$ cat src/rtl/dtmf_tone_gen.sv
// DTMF dual-tone generator: plays one row and one column square wave per key
// request for a programmable burst, then holds a programmable silent gap.
module dtmf_tone_gen #(
    parameter int CLK_HZ   = 1000000,
    parameter int CNT_W    = 10,
    parameter int TONE_CYC = 50000,
    parameter int GAP_CYC  = 50000,
    parameter int DUR_W    = 17
) (
    input  logic       inclk,
    input  logic       reset_n,
    input  logic [3:0] key,
    input  logic       key_valid,
    input  logic       abort,
    output logic       row_out,
    output logic       col_out,
    output logic       tone_active,
    output logic       busy
);

    typedef enum logic [1:0] {
        ST_IDLE = 2'd0,
        ST_TONE = 2'd1,
        ST_GAP  = 2'd2
    } state_t;

    // Half-period in clock cycles, rounded to nearest: round(CLK_HZ / (2*f)).
    function automatic int half_of(input int freq_hz);
        return (CLK_HZ + freq_hz) / (2 * freq_hz);
    endfunction

    localparam logic [CNT_W-1:0] ROW_HALF_0 = CNT_W'(half_of(697));
    localparam logic [CNT_W-1:0] ROW_HALF_1 = CNT_W'(half_of(770));
    localparam logic [CNT_W-1:0] ROW_HALF_2 = CNT_W'(half_of(852));
    localparam logic [CNT_W-1:0] ROW_HALF_3 = CNT_W'(half_of(941));
    localparam logic [CNT_W-1:0] COL_HALF_0 = CNT_W'(half_of(1209));
    localparam logic [CNT_W-1:0] COL_HALF_1 = CNT_W'(half_of(1336));
    localparam logic [CNT_W-1:0] COL_HALF_2 = CNT_W'(half_of(1477));
    localparam logic [CNT_W-1:0] COL_HALF_3 = CNT_W'(half_of(1633));

    localparam bit HAS_TONE  = (TONE_CYC > 0);
    localparam bit HAS_GAP   = (GAP_CYC > 0);
    localparam int TONE_LAST = HAS_TONE ? (TONE_CYC - 1) : 0;
    localparam int GAP_LAST  = HAS_GAP  ? (GAP_CYC - 1)  : 0;

    state_t           r_state;
    state_t           w_state_nxt;
    logic [3:0]       r_key;
    logic [3:0]       w_key_nxt;
    logic [DUR_W-1:0] r_dur;
    logic [DUR_W-1:0] w_dur_nxt;
    logic [CNT_W-1:0] r_row_cnt;
    logic [CNT_W-1:0] w_row_cnt_nxt;
    logic [CNT_W-1:0] r_col_cnt;
    logic [CNT_W-1:0] w_col_cnt_nxt;
    logic             r_row_out;
    logic             w_row_out_nxt;
    logic             r_col_out;
    logic             w_col_out_nxt;
    logic             r_tone_active;
    logic             w_tone_active_nxt;
    logic             r_busy;
    logic             w_busy_nxt;
    logic [CNT_W-1:0] w_row_half;
    logic [CNT_W-1:0] w_col_half;
    logic [CNT_W-1:0] w_row_last;
    logic [CNT_W-1:0] w_col_last;
    logic             w_accept;
    logic             w_tone_done;
    logic             w_gap_done;

    assign w_accept    = (r_state == ST_IDLE) && key_valid && !abort;
    assign w_tone_done = (r_dur == DUR_W'(TONE_LAST));
    assign w_gap_done  = (r_dur == DUR_W'(GAP_LAST));
    assign w_row_last  = w_row_half - CNT_W'(1);
    assign w_col_last  = w_col_half - CNT_W'(1);

    // Divisor lookup from the latched key so a live key change cannot retune a burst.
    always_comb begin
        w_row_half = ROW_HALF_3;
        w_col_half = COL_HALF_3;
        case (r_key[3:2])
            2'd0:    w_row_half = ROW_HALF_0;
            2'd1:    w_row_half = ROW_HALF_1;
            2'd2:    w_row_half = ROW_HALF_2;
            default: w_row_half = ROW_HALF_3;
        endcase
        case (r_key[1:0])
            2'd0:    w_col_half = COL_HALF_0;
            2'd1:    w_col_half = COL_HALF_1;
            2'd2:    w_col_half = COL_HALF_2;
            default: w_col_half = COL_HALF_3;
        endcase
    end

    // State register.
    always_ff @(posedge inclk or negedge reset_n) begin
        if (!reset_n) begin
            r_state <= ST_IDLE;
        end else begin
            r_state <= w_state_nxt;
        end
    end

    // Next-state logic; a zero-length tone or gap phase is skipped entirely.
    always_comb begin
        w_state_nxt = r_state;
        case (r_state)
            ST_IDLE: begin
                if (w_accept) begin
                    if (HAS_TONE) begin
                        w_state_nxt = ST_TONE;
                    end else if (HAS_GAP) begin
                        w_state_nxt = ST_GAP;
                    end else begin
                        w_state_nxt = ST_IDLE;
                    end
                end else begin
                    w_state_nxt = ST_IDLE;
                end
            end
            ST_TONE: begin
                if (abort) begin
                    w_state_nxt = ST_IDLE;
                end else if (w_tone_done) begin
                    w_state_nxt = HAS_GAP ? ST_GAP : ST_IDLE;
                end else begin
                    w_state_nxt = ST_TONE;
                end
            end
            ST_GAP: begin
                if (abort || w_gap_done) begin
                    w_state_nxt = ST_IDLE;
                end else begin
                    w_state_nxt = ST_GAP;
                end
            end
            default: w_state_nxt = ST_IDLE;
        endcase
    end

    // Output/datapath next values; dividers only run while staying in TONE,
    // so entry to TONE and every other state forces them to zero.
    always_comb begin
        w_key_nxt         = r_key;
        w_dur_nxt         = {DUR_W{1'b0}};
        w_row_cnt_nxt     = {CNT_W{1'b0}};
        w_col_cnt_nxt     = {CNT_W{1'b0}};
        w_row_out_nxt     = 1'b0;
        w_col_out_nxt     = 1'b0;
        w_tone_active_nxt = (w_state_nxt == ST_TONE);
        w_busy_nxt        = (w_state_nxt != ST_IDLE);

        if (w_accept) begin
            w_key_nxt = key;
        end else begin
            w_key_nxt = r_key;
        end

        if ((r_state != ST_IDLE) && (w_state_nxt == r_state)) begin
            w_dur_nxt = r_dur + DUR_W'(1);
        end else begin
            w_dur_nxt = {DUR_W{1'b0}};
        end

        if ((r_state == ST_TONE) && (w_state_nxt == ST_TONE)) begin
            if (r_row_cnt == w_row_last) begin
                w_row_cnt_nxt = {CNT_W{1'b0}};
                w_row_out_nxt = ~r_row_out;
            end else begin
                w_row_cnt_nxt = r_row_cnt + CNT_W'(1);
                w_row_out_nxt = r_row_out;
            end
            if (r_col_cnt == w_col_last) begin
                w_col_cnt_nxt = {CNT_W{1'b0}};
                w_col_out_nxt = ~r_col_out;
            end else begin
                w_col_cnt_nxt = r_col_cnt + CNT_W'(1);
                w_col_out_nxt = r_col_out;
            end
        end else begin
            w_row_cnt_nxt = {CNT_W{1'b0}};
            w_col_cnt_nxt = {CNT_W{1'b0}};
            w_row_out_nxt = 1'b0;
            w_col_out_nxt = 1'b0;
        end
    end

    // Datapath and output registers.
    always_ff @(posedge inclk or negedge reset_n) begin
        if (!reset_n) begin
            r_key         <= 4'd0;
            r_dur         <= {DUR_W{1'b0}};
            r_row_cnt     <= {CNT_W{1'b0}};
            r_col_cnt     <= {CNT_W{1'b0}};
            r_row_out     <= 1'b0;
            r_col_out     <= 1'b0;
            r_tone_active <= 1'b0;
            r_busy        <= 1'b0;
        end else begin
            r_key         <= w_key_nxt;
            r_dur         <= w_dur_nxt;
            r_row_cnt     <= w_row_cnt_nxt;
            r_col_cnt     <= w_col_cnt_nxt;
            r_row_out     <= w_row_out_nxt;
            r_col_out     <= w_col_out_nxt;
            r_tone_active <= w_tone_active_nxt;
            r_busy        <= w_busy_nxt;
        end
    end

    assign row_out     = r_row_out;
    assign col_out     = r_col_out;
    assign tone_active = r_tone_active;
    assign busy        = r_busy;

endmodule

$ cat config.mk
export PLATFORM = sky130hd
export DESIGN_NAME = dtmf_tone_gen
export DESIGN_NICKNAME = d
export VERILOG_FILES = /design/src/rtl/dtmf_tone_gen.sv
export SDC_FILE = /design/constraint.sdc
export NUM_CORES = 1
export LEC_CHECK = 0
export CAP_MARGIN = 20
export CORE_ASPECT_RATIO = 0.9
export CORE_UTILIZATION = 30
export DETAILED_ROUTE_END_ITERATION = 7
export PLACE_DENSITY = 0.46
export SETUP_SLACK_MARGIN = 0.1
export SKIP_CTS_REPAIR_TIMING = 1
export SLEW_MARGIN = 0
export SYNTH_ARGS = -nofsm -noshare
export SYNTH_HDL_FRONTEND = slang
export SYNTH_SLANG_ARGS = --single-unit
export TNS_END_PERCENT = 20
$ cat constraint.sdc
create_clock -name inclk -period 2.7 [get_ports inclk]
set_clock_uncertainty 0.1 [all_clocks]
set_input_delay 0.54 -clock inclk [delete_from_list [all_inputs] [get_ports inclk]]
set_output_delay 0.54 -clock inclk [all_outputs]
set_load 0.02 [all_outputs]
Word level (Yosys, flattened, before mapping)
Index checks and enable logic that the tools add are counted.
- add/sub/neg operators: 5
- multiply operators: 0
- divide/modulo/power cells: 0
- order comparisons: 0
- equal/unequal tests: 13
- shift operators: 0
- mux-type cells: 16
- bitwise operators: 2
- reduce and logical (&&, ||, !) cells: 11
- operators with widths (kind ; count):
    8-bit case mux with 3 select lines ; 2
    10-bit 2-to-1 mux ; 4
    10-bit by 1-bit adder with 10-bit output, second input constant ; 2
    10-bit == test ; 2
    10-bit by 1-bit subtractor with 10-bit output, second input constant ; 2
    17-bit by 1-bit adder with 17-bit output, second input constant ; 1
    17-bit by 16-bit == test with 1-bit output, second input constant ; 1
    17-bit 2-to-1 mux ; 1
    2-bit by 1-bit == test with 1-bit output, second input constant ; 4
    2-bit == test, second input constant ; 3
    2-bit zero test ; 3
    2-bit 2-to-1 mux ; 3
    2-bit case mux with 3 select lines ; 1
    1-bit 2-to-1 mux ; 5
    1-bit logical AND ; 4
    2-bit by 1-bit != test with 1-bit output, second input constant ; 2
    2-bit nonzero test ; 2
    2-bit == test ; 1
    1-bit inverter ; 2
    1-bit zero test ; 1
    1-bit logical OR ; 1
- register bits: 47
- latch bits: 0
- memory bits (writable): 0
- ROM bits: 0
- logic and storage cells: 56
- memories: 0

Logic depth before layout (Yosys ltp)
- depth after elaboration: 8
- depth in mapped cells: 7

Worst setup path before layout
OpenSTA, ideal clock, no wires.
- kind: reg-to-reg
- start: register r_key[0]
- end: register r_col_cnt[1]
- library setup time: 0.136 ns
- arrival: 1.938 ns
- required time: 2.464 ns
- path slack: 0.526 ns
- cell stages (with the launch flop): 8
- path buffers: 1
- period minus slack after synthesis: 2.174 ns
- cells stage by stage: dfrtp_1 > inv_1 > ha_1 > xor2_1 > or4_1 > nor3_1 > clkbuf_1 > nor3b_1
- word-level cells in the longest chain between the ends: 6
- elaborated cells between the ends (all ways): 8
- those cells by class: add/sub (1); eq/ne (3); mux (3); reduce/logical (1)
- ends and longest elaborated chain (what ; line ; RTL):
    start: declaration ; 48 ; logic [3:0] r_key;
    start signal: assignment ; 201 ; r_key <= w_key_nxt;
    2-bit == test, or another cell as far along ; 88 ; case (r_key[1:0])
    8-bit case mux with 3 select lines * ; 88 ;
    10-bit by 1-bit subtractor with 10-bit output * ; 76 ; assign w_col_last = w_col_half - CNT_W'(1);
    10-bit == test * ; 174 ; if (r_col_cnt == w_col_last) begin
    10-bit 2-to-1 mux * ; 174 ;
    10-bit 2-to-1 mux * ; 166 ; if ((r_state == ST_TONE) && (w_state_nxt == ST_TONE)) begin
    net w_col_cnt_nxt[1] ; 55 ; logic [CNT_W-1:0] w_col_cnt_nxt;
    end signal: assignment ; 195 ; r_col_cnt <= {CNT_W{1'b0}};
    end signal: assignment ; 204 ; r_col_cnt <= w_col_cnt_nxt;
    end: declaration ; 54 ; logic [CNT_W-1:0] r_col_cnt;
Mark *: on every way through the listed nets, which the timed path passes. The rest lies on a longest branch.
A chain may end at the register's enable or synchronous reset.

Final worst setup path
- start: register r_dur[5]
- end: register r_state[1]
- word-level cells in the longest chain between the ends: 4
- elaborated cells between the ends (all ways): 6
- those cells by class: eq/ne (1); mux (4); reduce/logical (1)
- ends and longest elaborated chain (what ; line ; RTL):
    start: declaration ; 50 ; logic [DUR_W-1:0] r_dur;
    start signal: assignment ; 193 ; r_dur <= {DUR_W{1'b0}};
    start signal: assignment ; 202 ; r_dur <= w_dur_nxt;
    17-bit by 16-bit == test with 1-bit output * ; 73, 74 ;
    2-bit 2-to-1 mux or 1-bit logical OR (tied branches) ; 125, 132 ;
    2-bit 2-to-1 mux, on equally long branches ; 123, 132 ;
    2-bit case mux with 3 select lines * ; 108 ; case (r_state)
    net w_state_nxt[1] ; 47 ; state_t w_state_nxt;
    end signal: assignment ; 101 ; r_state <= w_state_nxt;
    end: declaration ; 46 ; state_t r_state;
Marks and branches as above.

==> impl_metrics.ini <==
[outcome]
status = finished, final reports clean

[clock_network]
path_clk_slew_ps = 90
root_buffer = clkbuf_8
tritoncts = done
insertion_delay_ps = 290
cts.sinks = 47
cts_max_path_buffers = 2
cts-htree-levels = 2
cts_buffers = 5

[routing]
vias = 1727
first_pass_iters = 4
vias_per_cell = 4.84
drc = 0
ant_nets = 0
drt-total-wl_mm = 4.81
wl_per_cell_um = 13.5
drtIter0Drc = 69

[pwr]
p_switching_uw = 335
p_per_area_nw_per_um2 = 476
combPwrFrac_pct = 10.4
p_leak_uw = 0.00105
internal_power_uw = 966
ir_worst_vdd_mv = 0.209
p_clk_share_pct = 32.1
switching_share_pct = 25.8
seq_power_share_pct = 57.5

[sta]
finalCritPeriodShare_pct = 83.0
drv_slew = 0
min_period_ps = 2240
fin_setup_tns_ps = 0
rsz0062_at_grt = false
relSlewSlack_pct = 59.5
hold_violations = 0
tightest_slew_ps = 607
setup_viol_count_final = 0
max_freq_mhz = 446

[layout]
antenna_cells = 0
final_util_pct = 35.9
layout.nets = 275
drive_above_1_share_pct = 8.43
finalNonFillerCells = 357
area_delta_synth_final_pct = 14.8

[worst_setup_path]
worstPathRequired_ps = 2820
critPathKind = register to register
r2r-end = r_state[1]
end_kind = register
critPathLaunchType = register
crit-reg2reg-launch = r_dur[5]
arrival_ps = 2360
worstRegToRegCells = 4
ff2ff_setup_slack_ps = 460
critPathMaxFanout = 8

[synthesis]
netlist_instances = 240
yosysUniqueCellTypes = 34
async_flop_share_pct = 100
yosys_warnings = 0
ys_seq_elements = 47
synth_nets = 255
netlist_area_um2 = 2380
avgSynthCellArea_um2 = 9.93
yosysSeqAreaShare_pct = 49.4
synth_edf_count = 0
synthFlopType = dfrtp_1

[floorplan]
die_x_um = 95.9
pin_count = 12
initial_core_util_pct = 31.3
die-area_um2 = 8300
rows = 30
die_h_um = 86.5
core_um2 = 7620

[grt]
grt-ovfl-total = 0
grt_pass1_wl_mm = 8.49
grt_pass1_vias = 1722
antenna_found_initial = 0
grtUsageTotal_pct = 13.3
grt_max_degree = 48

[run]
max_cap_viol_count = 0

[place]
dp_cells = 349
numPortBuffers = 11
dpl.hpwl_mm = 3.28
gp_routability_congestion = 0.780

[min_path]
hold_class = primary input to asynchronous set/reset pin
state kept, by name (all words and copies together), names as in the netlist:
register     count
busy             1
col_out          1
r_col_cnt       10
r_dur           17
r_key            4
r_row_cnt       10
r_state          2
row_out          1
tone_active      1
power groups by stage:
stage / Clock [µW] / Combinational [µW] / Sequential (µW)
final: 417 / 135 / 748
after global placement: 0 / 139 / 762
after detailed placement: 0 / 138 / 762
after floorplan: 0 / 77.2 / 760
after global routing: 464 / 156 / 753
after CTS: 438 / 139 / 749
cell usage after synthesis (4+ instances only):
cell / number / area [µm²]
ha_1: 7 / 87.6
nor4_1: 5 / 31.3
xnor2_1: 23 / 201
nor2_1: 25 / 93.8
dfrtp_1: 47 / 1180
nand3_1: 13 / 65.1
o211ai_1: 6 / 45.0
nor3_1: 27 / 135
nand4_1: 7 / 43.8
and3_1: 4 / 25.0
buf_2: 4 / 20.0
inv_1: 12 / 45.0
or4_1: 4 / 30.0
xor2_1: 12 / 105
nor3b_1: 4 / 30.0
nand2_1: 12 / 45.0
worst max-delay path by stage:
stage                     startpoint           end  cells after the start
final                       r_dur[5]    r_state[1]                      4
after global routing        r_dur[5]  r_col_cnt[5]                      5
after CTS                   r_dur[5]    r_state[1]                      4
after detailed placement    r_dur[5]    r_state[1]                      4
after global placement      r_dur[5]    r_state[1]                      4
after floorplan             r_key[0]  r_col_cnt[1]                      7
stage by stage:
step	cell area (µm²)	setup WS (ps)	hold WS, ps	total power (µW)
after CTS	2740	463	260	1330
after floorplan	2380	526	144	837
after global placement	2650	507	379	901
after global routing	2740	351	292	1370
final	2740	458	232	1300
after detailed placement	2650	486	385	900
placed cells by master (no fill, tap or decap), types with 9 or more instances in the layout:
cell,count
dfrtp_1,47
nor3_1,27
nor2_1,25
xnor2_1,23
nand3_1,13
nand2_1,12
inv_1,12
xor2_1,12
clkdlybuf4s50_1,10
buf_4,9
cells by family (layout without fill, tap and decap cells):
| kind of cell | count (synthesis) | count (layout) | share of synthesized area, % |
|---|---|---|---|
| buffers and inverters | 19 | 40 | 3.20 |
| flip-flops | 47 | 47 | 49.4 |
| AND/OR/NAND/NOR | 110 | 110 | 24.1 |
| AO/OA/AOI/OAI | 18 | 18 | 5.04 |
| adder cells (fa/ha/maj) | 7 | 7 | 3.68 |
| multiplexers | 4 | 4 | 1.79 |
| XOR/XNOR | 35 | 35 | 12.9 |
area by class of cell:
type	instances	area, µm²
fillers	777	4880
multi-input cells	174	1140
repair buffers	20	173
inverters	12	45.0
flip-flops and latches	47	1180
well taps	96	120
clock inverters	2	12.5
clock buffers	6	72.6
layer usage:
| layer | routed length (µm) | global-route usage (%) |
|---|---|---|
| met2 | 1940 | 19.0 |
| met4 | 37 | 4.48 |
| met1 | 2700 | 20.3 |
| met5 | 0 | 0 |
| met3 | 129 | 2.11 |
worst max-delay path: stages, from the launching register on:
cell,delay (ps)
dfrtp_1,440
or4b_1,520
or3_1,450
or4_1,510
a21oi_1,150
Note: power is estimated with default switching activity, not from simulation.
